### src/rtl/serial_pkg.sv
// Shared definitions for the serializer/deserializer pair: FSM state encoding
// and the bit-counter width helper.
package serial_pkg;

  localparam logic ST_IDLE  = 1'b0;
  localparam logic ST_SHIFT = 1'b1;

  typedef enum logic {
    IDLE  = ST_IDLE,
    SHIFT = ST_SHIFT
  } state_t;

  function automatic int cnt_width(input int n);
    return (n > 1) ? $clog2(n) : 1;
  endfunction

endpackage

### src/rtl/bit_counter.sv
// Modulo-N counter with terminal-count flag; synchronous clear beats increment.
// Registered count, tc decoded from the count; no backpressure of its own.
import serial_pkg::*;

module bit_counter #(
  parameter  int N  = 8,
  localparam int CW = cnt_width(N)
) (
  input  logic          clk,
  input  logic          rst,
  input  logic          clr,
  input  logic          inc,
  output logic [CW-1:0] cnt,
  output logic          tc
);

  assign tc = (cnt == CW'(N - 1));

  always_ff @(posedge clk or negedge rst) begin
    if (!rst) begin
      cnt <= '0;
    end else if (clr) begin
      cnt <= '0;
    end else if (inc) begin
      cnt <= tc ? '0 : cnt + 1'b1;
    end
  end

endmodule

### src/rtl/piso_serializer.sv
// Parallel-in/serial-out transmitter: first bit one cycle after accept, N bits per word.
// load_ready is high when idle or on the last bit, so frames chain with no gap.
import serial_pkg::*;

module piso_serializer #(
  parameter int N         = 8,
  parameter int MSB_FIRST = 1
) (
  input  logic         clk,
  input  logic         rst,
  input  logic [N-1:0] data_in,
  input  logic         load_valid,
  output logic         load_ready,
  output logic         sh_out,
  output logic         sh_valid,
  output logic         sh_last,
  output logic         busy
);

  localparam int CW = cnt_width(N);

  state_t         state, state_nxt;
  logic [N-1:0]   shreg;
  logic [CW-1:0]  cnt;
  logic           tc;
  logic           xfer;
  logic           shifting;
  logic           out_bit;

  assign shifting = (state == SHIFT);
  assign xfer     = load_valid && load_ready;
  assign out_bit  = (MSB_FIRST != 0) ? shreg[N-1] : shreg[0];

  always_ff @(posedge clk or negedge rst) begin
    if (!rst) begin
      state <= IDLE;
    end else begin
      state <= state_nxt;
    end
  end

  always_comb begin
    state_nxt  = state;
    load_ready = 1'b0;
    case (state)
      IDLE: begin
        load_ready = 1'b1;
        if (load_valid) state_nxt = SHIFT;
      end
      SHIFT: begin
        load_ready = tc;
        if (tc && !load_valid) state_nxt = IDLE;
      end
      default: state_nxt = IDLE;
    endcase
  end

  always_ff @(posedge clk or negedge rst) begin
    if (!rst) begin
      shreg <= '0;
    end else if (xfer) begin
      shreg <= data_in;
    end else if (shifting && !tc) begin
      shreg <= (MSB_FIRST != 0) ? {shreg[N-2:0], 1'b0} : {1'b0, shreg[N-1:1]};
    end
  end

  // Counter returns to 0 at end of frame so an idle block always sits at cnt == 0.
  bit_counter #(.N(N)) u_cnt (
    .clk (clk),
    .rst (rst),
    .clr (xfer || (shifting && tc)),
    .inc (shifting && !tc),
    .cnt (cnt),
    .tc  (tc)
  );

  // Outputs decode registered state only.
  assign sh_valid = shifting;
  assign busy     = shifting;
  assign sh_out   = shifting && out_bit;
  assign sh_last  = shifting && tc;

endmodule

### config.mk
export PLATFORM = sky130hd
export DESIGN_NAME = piso_serializer
export DESIGN_NICKNAME = d
export VERILOG_FILES = /design/src/rtl/serial_pkg.sv /design/src/rtl/bit_counter.sv /design/src/rtl/piso_serializer.sv
export SDC_FILE = /design/constraint.sdc
export NUM_CORES = 1
export LEC_CHECK = 0
export BUFFER_PORTS_ARGS = -buffer_cell sky130_fd_sc_hd__buf_2
export CORE_MARGIN = 4
export CORE_UTILIZATION = 50
export DETAILED_ROUTE_END_ITERATION = 10
export GPL_ROUTABILITY_DRIVEN = 0
export GPL_TIMING_DRIVEN = 0
export PLACE_DENSITY = 0.75
export SLEW_MARGIN = 10
export SYNTH_ARGS = -nofsm -noshare
export SYNTH_HDL_FRONTEND = slang
export SYNTH_HIERARCHICAL = 1
export SYNTH_SLANG_ARGS = --single-unit
### constraint.sdc
create_clock -name clk -period 2.2 [get_ports clk]
set_clock_uncertainty 0.05 [all_clocks]
set_input_delay 0.66 -clock clk [delete_from_list [all_inputs] [get_ports clk]]
set_output_delay 0.66 -clock clk [all_outputs]
set_load 0.01 [all_outputs]
# == Word-level counts from Yosys, hierarchy flattened ==
# Cells that the tools add are included.
# word_totals
reg_bits,12
input_bits,11
output_inout_bits,5
elab_cells,25
# classes
n_addsub,1
eq_ne,1
n_mux,9
bitwise,1
n_reduce_logical,10
# op_table
cell,n
$mux 8,2
$mux 3,3
$logic_and 1x1->1,5
$pmux 1 s2,2
$reduce_bool 2->1,2
$add 3x1->3 const B,1
$eq 3x3->1 const B,1
$logic_not 1->1,2
$mux 1,2
$logic_or 1x1->1,1
$not 1->1,1

# == Longest topological paths before layout ==
# depth
ltp_word,5
ltp_mapped,5
ltp_nobuf,5

# == By module ==
# Netlist, hierarchy kept.
# by_module_without_submodules
mod,n_inst,cells_per_inst,area_each_um2,seq_area_each_um2
piso_serializer,1,33,516.7,225.2
bit_counter,1,12,151.4,75.1

# == Worst setup path after synthesis ==
# Ideal clock, no wire load.
# synth_timing
path_kind,register to output
start,reg u_cnt.cnt[0]
end,out load_ready
arrival_ns,1.123
required_ns,1.490
path_slack_ns,0.367
stages_incl_launch_ff,5
n_path_buf,0
path_cell_list,dfrtp_1 -> ha_1 -> ha_1 -> and2b_4 -> inv_4
# synth_between
elab_chain_cells,2
# synth_rtl
element,line_no,rtl
from (decl),bit_counter.sv:13,"output logic [CW-1:0] cnt,"
from (signal assigned),bit_counter.sv:25,cnt <= tc ? '0 : cnt + 1'b1;
$eq 3x3->1,bit_counter.sv:17,assign tc = (cnt == CW'(N - 1));
named net tc,piso_serializer.sv:25,logic tc;
$pmux 1 s2,piso_serializer.sv:45,case (state)
to (decl),piso_serializer.sv:13,"output logic load_ready,"
# The timed path passes the listed nets, and every way through them passes these cells.

# == Worst setup path in the final report ==
# Same ends and word-level chain as after synthesis.

==> impl_metrics.tcl <==
set metrics [dict create \
    ys.warnings.count 6 \
    route.detailed.drc 0 \
    finalCritPeriodShare_pct 97.3 \
    dr_total_vias 414 \
    tns_ns 0 \
    period_needed_ns 2.14 \
    cts_buffer_depth 2 \
    hold_slack_ns 0.189 \
    totalWireLength_um 1190 \
    fin_area_um2 848 \
    yosysUniqueCellTypes 15 \
    grt_usage_pct 14.2 \
    grt_max_degree 13 \
    grt_pass1_vias 416 \
    fillers 87 \
    clock.fmax_mhz 467 \
    overflow 0 \
    place_ws_ns 0.136 \
    cts_tree "built" \
    layout_common_cells "14 x mux2_4, 13 x buf_2, 12 x dfrtp_1, 5 x buf_4" \
    avgSynthCellArea_um2 14.8 \
    status "completed" \
    synth_top_area_share_pct 44.9 \
    finalSetupViolCount 0 \
    hold_violations 0 \
    netlist_top_cells_area "dfrtp_1 45%, mux2_4 31%, mux2i_1 4.5%, ha_1 3.7%, and2_1 1.9%" \
    wl_per_cell_um 14.7 \
    viasPerCell 5.11 \
    regArea_um2 300 \
    total_power_uw 1070 \
    antenna_left 0 \
    root_buffer "clkbuf_4" \
    slew_viol_final 0 \
    drv_cap 0 \
    fin_ws_ns 0.0592 \
    grt_pass1_wl_um 1910 \
    start_util_pct 56.3 \
    nets 81 \
    diodes 0 \
    cts_hold_buf 0 \
    rsz0062_at_grt "true" \
    ir_drop_uv 748 \
    crit_required_ns 1.49 \
    die_w_um 44.6 \
    startpoint_type "flip-flop" \
    multi_input_area_um2 358 \
    die_area_um2 1990 \
    synth_area_um2 668 \
    cts_made_buffers 3 \
    syn-instance-count 45 \
    cts.htree.levels 1 \
    powerDensity_nw_per_um2 1260 \
    ys_seq_area_share_pct 44.9 \
    path_max_fanout 2 \
    clkLatencyLatePin_ns 0.28 \
    antenna_found_initial 0 \
    core_um2 1190 \
    power_leakage_uw 0.000445 \
    slew_headroom_pct 81.9 \
    placed_cell_area_um2 756 \
    cp-end-kind "output port" \
    synth_top_area_cell "dfrtp_1" \
    die_h_um 44.6 \
    portBuffers 14 \
    layout-drive-gt1-share_pct 67.2 \
    cts.sinks 12 \
    std_cell_rows 12 \
    hold_class "primary input to asynchronous set/reset pin" \
    arrival_ns 1.43 \
    final_common_cell "mux2_4" \
    io-pin-count 16 \
    syn_to_final_growth_pct 27.0 \
    synth_nets 58 \
    critPathKind "flip-flop to output port" \
    place_hpwl_um 829 \
    first_pass_iters 2 \
    synth-seq-cells 12 \
    clk_pin_slew_ns 0.08 \
    worst_pin_slew_ns 0.272 \
    drt_first_iter_violations 3 \
]
[synthesized netlist by cell type]
library cell / count
dfrtp_1: 12
and2_1: 2
mux2i_1: 3
a21oi_2: 1
nor2_1: 3
mux2_2: 1
buf_4: 1
nand2b_2: 1
buf_6: 1
inv_4: 1
ha_1: 2
mux2_4: 14
and2b_4: 1
nand2b_1: 1
or3b_1: 1
[repair_timing]
item,4_1_cts,5_1_grt
pin swaps,0,1
endpoints found under the setup margin,1,1
buffers inserted,4,0
resized for setup,5,1
[stage by stage]
step / cells / util, %
4_1_cts: 81 / 70.7
3_3_place_gp: 73 / 63.7
3_5_place_dp: 73 / 63.7
6_report: 81 / 71.5
5_1_grt: 81 / 71.5
2_1_floorplan: 45 / -
[logic make-up (layout without fill, tap and decap cells)]
family	count (synthesis)	count (layout)	synth area share (%)
buffers and inverters	3	25	3.75
multiplexers	18	18	37.6
AND/OR/NAND/NOR	9	9	8.61
adder cells (fa/ha/maj)	2	2	3.74
flip-flops	12	12	44.9
AO/OA/AOI/OAI	1	1	1.31
[where the power goes]
part / total, uW / internal (uW) / switching [uW]
clock: 179 / 101 / 77.9
sequential: 365 / 307 / 58.4
combinational: 522 / 324 / 199
[flip-flops by register name, indices dropped and copies added (netlist names)]
signal     flops
u_cnt/cnt      3
shreg          8
busy           1
[final cells by class]
class | count | share of cell area, %
multi-input combinational | 30 | 42.2
inverter | 1 | 1.33
tap | 14 | 2.06
buffer | 2 | 2.21
timing repair buffer | 18 | 12.5
clock buffer | 4 | 4.28
sequential | 12 | 35.4
[final timing paths]
check | startpoint | depth (start not counted) | endpoint | slack, ns
setup / recovery | u_cnt/cnt[0]$_DFFE_PN0P_ | 5 | load_ready | 0.06
hold / removal | rst | 1 | u_cnt/cnt[2]$_DFFE_PN0P_ | 0.19
setup reg to reg | u_cnt/cnt[0]$_DFFE_PN0P_ | 6 | u_cnt/cnt[0]$_DFFE_PN0P_ | 0.43
hold reg to reg | shreg[4]$_DFFE_PN0P_ | 1 | shreg[5]$_DFFE_PN0P_ | 0.47
max in group asynchronous | rst | 1 | u_cnt/cnt[1]$_DFFE_PN0P_ | 1.69
min in group clk | shreg[4]$_DFFE_PN0P_ | 1 | shreg[5]$_DFFE_PN0P_ | 0.47
[critical path, stage by stage, from the launching register on]
cell     delay (ns)
dfrtp_1        0.39
ha_2           0.19
ha_4           0.15
and2b_4        0.28
inv_8          0.03
buf_6          0.11
[metal layers]
| layer | routed length [um] | part of all wire (%) | GRT usage, % |
|---|---|---|---|
| met2 | 559 | 47 | 22.3 |
| met3 | 92 | 7.7 | 6.10 |
| met4 | 17 | 1.4 | 7.23 |
| met5 | 0 | 0 | 0 |
| met1 | 518 | 44 | 16.3 |
Power figures use the tool's default switching activity.
